File: config.mk
export PLATFORM = sky130hd
export DESIGN_NAME = rotate_monitor
export DESIGN_NICKNAME = d
export VERILOG_FILES = /design/src/rtl/rotate_pkg.sv /design/src/rtl/rotate_filter.sv /design/src/rtl/rotate_monitor.sv
export SDC_FILE = /design/constraint.sdc
export NUM_CORES = 1
export LEC_CHECK = 0
export BUFFER_PORTS_ARGS = -buffer_cell sky130_fd_sc_hd__buf_2
export CORE_ASPECT_RATIO = 0.75
export CORE_UTILIZATION = 49
export DETAILED_ROUTE_END_ITERATION = 8
export PLACE_DENSITY = 0.68
export SLEW_MARGIN = 5
export SYNTH_ARGS = -nofsm -noshare
export SYNTH_HDL_FRONTEND = slang
export SYNTH_HIERARCHICAL = 1
export SYNTH_SLANG_ARGS = --single-unit
File: constraint.sdc
create_clock -name clk -period 2.9 [get_ports clk]
set_clock_uncertainty 0.15 [all_clocks]
set_input_delay 0.58 -clock clk [delete_from_list [all_inputs] [get_ports clk]]
set_output_delay 0.58 -clock clk [all_outputs]
set_load 0.05 [all_outputs]
File: src/rtl/rotate_pkg.sv
// rotate_pkg: shared FSM state type, default sizes and one-hot helpers for the rotate monitor.
package rotate_pkg;
  localparam int ROT_WIDTH = 4;
  localparam int ROT_STABLE_CYCLES = 4;
  localparam int MAX_W = 32;
  typedef enum logic [1:0] {ACQUIRE, TRACK, ERROR} state_t;
  function automatic logic is_onehot(input logic [MAX_W-1:0] v);
    return v != '0 && (v & (v - MAX_W'(1))) == '0;
  endfunction
  function automatic int onehot_index(input logic [MAX_W-1:0] v);
    onehot_index = 0;
    for (int i = 0; i < MAX_W; i++)
      if (v[i]) onehot_index = i;
  endfunction
endpackage

File: src/rtl/rotate_filter.sv
// rotate_filter: two-flop synchroniser per line followed by a candidate/stability-count filter.
module rotate_filter #(
  parameter int WIDTH = 4,
  parameter int STABLE_CYCLES = 4
) (
  input  logic             clk,
  input  logic             rst_n,
  input  logic [WIDTH-1:0] pattern_i,
  output logic [WIDTH-1:0] cand_o,
  output logic             stable_o
);
  localparam int CW = STABLE_CYCLES > 1 ? $clog2(STABLE_CYCLES) : 1;
  localparam logic [CW-1:0] CMAX = CW'(STABLE_CYCLES - 1);
  logic [WIDTH-1:0] sync1_q, s_q, cand_q;
  logic [CW-1:0] cnt_q;
  always_ff @(posedge clk or negedge rst_n) begin
    if (!rst_n) begin
      sync1_q <= '0;
      s_q <= '0;
      cand_q <= '0;
      cnt_q <= '0;
    end else begin
      sync1_q <= pattern_i;
      s_q <= sync1_q;
      if (s_q != cand_q) begin
        cand_q <= s_q;
        cnt_q <= '0;
      end else if (cnt_q < CMAX) cnt_q <= cnt_q + CW'(1);
    end
  end
  assign cand_o = cand_q;
  assign stable_o = cnt_q == CMAX;
endmodule

File: src/rtl/rotate_monitor.sv
// rotate_monitor: checks a filtered one-hot input pattern for left rotation; reports position,
// step pulses, a wrapping step count and a sticky protocol error.
module rotate_monitor
  import rotate_pkg::*;
#(
  parameter int WIDTH = ROT_WIDTH,
  parameter int STABLE_CYCLES = ROT_STABLE_CYCLES,
  parameter int CNT_W = 16
) (
  input  logic                     clk,
  input  logic                     rst_n,
  input  logic [WIDTH-1:0]         pattern_in,
  input  logic                     err_clr,
  output logic [$clog2(WIDTH)-1:0] pos,
  output logic                     pos_valid,
  output logic                     step,
  output logic [CNT_W-1:0]         step_count,
  output logic                     err
);
  localparam int POS_W = $clog2(WIDTH);
  logic [WIDTH-1:0] cand, acc_q, acc_d, rot;
  logic stable, ev, hot;
  logic [POS_W-1:0] idx, pos_q, pos_d;
  logic pv_q, pv_d, step_q, step_d, err_q, err_d;
  logic [CNT_W-1:0] cnt_q, cnt_d;
  state_t state_q, state_d;
  rotate_filter #(.WIDTH(WIDTH), .STABLE_CYCLES(STABLE_CYCLES)) u_filter (
    .clk(clk),
    .rst_n(rst_n),
    .pattern_i(pattern_in),
    .cand_o(cand),
    .stable_o(stable)
  );
  assign rot = {acc_q[WIDTH-2:0], acc_q[WIDTH-1]};
  assign ev = stable && cand != acc_q;
  assign hot = is_onehot(MAX_W'(cand));
  assign idx = POS_W'(onehot_index(MAX_W'(cand)));
  always_comb begin
    state_d = state_q;
    acc_d = acc_q;
    pos_d = pos_q;
    pv_d = pv_q;
    step_d = 1'b0;
    cnt_d = cnt_q;
    err_d = err_q;
    // Clear has priority over a coincident evaluation; the filter stays saturated so it re-evaluates next cycle.
    if (err_clr) begin
      state_d = ACQUIRE;
      acc_d = '0;
      pv_d = 1'b0;
      err_d = 1'b0;
    end else if (ev) begin
      acc_d = cand;
      case (state_q)
        ACQUIRE: begin
          if (hot) begin
            state_d = TRACK;
            pos_d = idx;
            pv_d = 1'b1;
          end else if (cand != '0) begin
            state_d = ERROR;
            pv_d = 1'b0;
            err_d = 1'b1;
          end
        end
        TRACK: begin
          if (cand == '0) begin
            state_d = ACQUIRE;
            pv_d = 1'b0;
          end else if (cand == rot) begin
            step_d = 1'b1;
            pos_d = idx;
            cnt_d = cnt_q + CNT_W'(1);
          end else begin
            state_d = ERROR;
            pv_d = 1'b0;
            err_d = 1'b1;
          end
        end
        default: ;
      endcase
    end
  end
  always_ff @(posedge clk or negedge rst_n) begin
    if (!rst_n) begin
      state_q <= ACQUIRE;
      acc_q <= '0;
      pos_q <= '0;
      pv_q <= 1'b0;
      step_q <= 1'b0;
      cnt_q <= '0;
      err_q <= 1'b0;
    end else begin
      state_q <= state_d;
      acc_q <= acc_d;
      pos_q <= pos_d;
      pv_q <= pv_d;
      step_q <= step_d;
      cnt_q <= cnt_d;
      err_q <= err_d;
    end
  end
  assign pos = pos_q;
  assign pos_valid = pv_q;
  assign step = step_q;
  assign step_count = cnt_q;
  assign err = err_q;
endmodule

==> flow_summary.toml <==
[pwr]
peakVddDrop_uv = 362
power.leakage_nw = 0.982
p_per_area_nw_per_um2 = 475

[timing]
max_clock_freq_mhz = 432
whs_ps = 202
slew_headroom_pct = 42.8
rsz0062_at_grt = "false"
period_share_pct = 79.7
worst_pin_slew_ps = 858
hold_viol = 0
slew_violations = 0
fin_crit_ps = 2310
timing.setup.tns_ps = 0
setup_viol = 0

[worst_setup_path]
crit_start = "u_filter/cand_o[0]$_DFFE_PN0P_"
slowest_delay_ps = 510
slowest_stage = "dfrtp_1"
r2r_setup_slack_ps = 590
crit_type = "reg -> reg"
crit_required_ps = 2940
r2r-start = "u_filter/cand_o[0]$_DFFE_PN0P_"
setup.worst_path.end_class = "flop"
worstPathArrival_ps = 2350
critical_path.cell_chain = "xor2_1 > nor4_4 > and3_1 > or3b_1 > xnor2_1"
critPathLaunchType = "flop"
critPathMaxFanout = 9

[placed_design]
gp_congestion = 0.884
io_buffers = 27
place_hpwl_um = 2240
dp.cells = 225

[logic_synthesis]
async_flop_share_pct = 100
synth-edff-count = 0
synth_ff_type = "dfrtp_1"
synth_top_family_by_area = "simple AND/OR/NAND/NOR gates"
synthesis.area_per_instance_um2 = 11.5
synth_nets = 167
yosysUniqueCellTypes = 34
synth_simple_gate_area_share_pct = 16.2
syn-cell-area_um2 = 1810
synth_compound_area_share_pct = 3.80
ys_seq_area_share_pct = 55.2
ys_seq_elements = 40
synth.area.mux_share_pct = 4.49
yosysWarnings = 6
synthAdderAreaFrac_pct = 1.38
synthXorXnorAreaFrac_pct = 14.0
syn-instance-count = 158

[floorplan]
die-area_um2 = 3950
core_area_um2 = 3400
boundaryPins = 28
die_h_um = 54.7
placementRows = 18
initial_core_util_pct = 53.3
die_x_um = 72.2

[grt]
grt_pass1_wl_um = 5350
grtUsageTotal_pct = 18.5
gr-total-overflow = 0
grt_pass1_vias = 1153
grt_max_degree = 41
antenna_found_initial = 0

[min_path]
hp-start = "u_filter/sync1_q[1]$_DFF_PN0_"
worst_hold_path_type = "reg -> reg"

[clock_network]
ctsRootBufferMaster = "clkbuf_8"
cts.sinks = 40
cts_made_buffers = 5
cts_tree = "done"
clk_pin_slew_ps = 80
htreeDepth = 2
clk-insertion-delay-late_ps = 290
cts-hold-fix-buffers = 0
cts.path.max_buffers = 2
post_cts_buffers = 0
cts_resized = 0

[cells_and_area]
layout.nets = 191
area_growth_pct = 12.6
drive_above_1_share_pct = 22.5
final_core_util_pct = 60.0
nFillCells = 282
diodes = 0
layout.cells.non_filler = 232
final_common_cell = "dfrtp_1"
final_cell_mix = "40 x dfrtp_1, 27 x buf_2, 17 x xnor2_1, 14 x nor2_1, 12 x xor2_1"

[drt]
drt-initial-drc-count = 35
via_per_inst = 5.12
drt_pre_antenna_iters = 4
routed-via-count = 1187
avgRoutedWirePerCell_um = 13.7
antenna_left = 0
drcViolationCount = 0
drt-total-wl_um = 3180

[outcome]
status = "finished clean"

[job]
maxCapViolCount = 0
## cell usage after synthesis, types with 2 or more instances
master,count,share of area (%)
a21oi_1,5,1.4
buf_2,2,0.55
buf_4,2,0.83
clkbuf_1,6,1.2
dfrtp_1,40,55
ha_1,2,1.4
inv_1,8,1.7
mux2i_1,7,3.9
nand2_1,10,2.1
nand3_1,3,0.83
nand4_1,7,2.4
nor2_1,14,2.9
nor2b_1,2,0.69
o21ai_0,2,0.55
or4_1,2,0.83
xnor2_1,17,8.2
xor2_1,12,5.8
## state kept, by name, summed over array words and instances (netlist names), 2 cells and up
signal	count
pos	2
state_q	2
step_count	16
u_filter/s_q	4
u_filter/sync1_q	4
u_filter/cnt_q	2
u_filter/cand_o	4
acc_q	4
## worst paths after layout
kind,cells past startpoint,endpoint
setup / recovery,5,step_count[15]$_DFFE_PN0P_
hold / removal,0,u_filter/s_q[1]$_DFF_PN0_
setup reg to reg,5,step_count[15]$_DFFE_PN0P_
hold reg to reg,0,u_filter/s_q[1]$_DFF_PN0_
max in group asynchronous,1,u_filter/cnt_q[1]$_DFFE_PN0P_
min in group asynchronous,1,state_q[1]$_DFFE_PN0P_
## worst max-delay path, delay by kind of cell, from the launching register on
| family | cells | cell delay (ps) |
|---|---|---|
| flops | 1 | 510 |
| xor+xnor | 2 | 370 |
| simple gates | 3 | 1180 |
## logic make-up (layout without fill, tap and decap cells)
family | after synthesis | after routing
compound gates | 10 | 10
xor+xnor | 29 | 29
fa+ha+maj | 2 | 2
buf+inv | 19 | 43
flops | 40 | 40
mux | 8 | 8
simple gates | 50 | 50
## per-stage QoR
step	power (W)	setup WS, ps	cell area [µm²]
floorplan	0.000615	644	1810
global placement	0.000629	691	1960
detailed placement	0.000632	579	1960
CTS	0.000979	572	2040
global route	0.00101	458	2040
finish	0.000969	588	2040
## final cells by class
cell class	instances	area [µm²]	share of cell area [%]
Sequential cell	40	1000	49.1
Multi-Input combinational cell	99	722	35.4
Timing Repair Buffer	28	143	6.99
Clock buffer	5	68.8	3.37
Tap cell	50	62.6	3.07
Inverter	8	30.0	1.47
Clock inverter	2	12.5	0.613
## routing by layer
layer	GRT usage, %	routed length, µm
met1	23.7	1590
met2	29.8	1430
met3	7.18	130
met4	4.90	25
met5	0	0
## where the power goes
part           switching, W  internal, W  leakage, nW
sequential        0.0000124     0.000567        0.505
clock              0.000186     0.000163       0.0400
combinational     0.0000250    0.0000155        0.437
total              0.000224     0.000745        0.982
No activity file was read; power rests on OpenSTA's default activity.
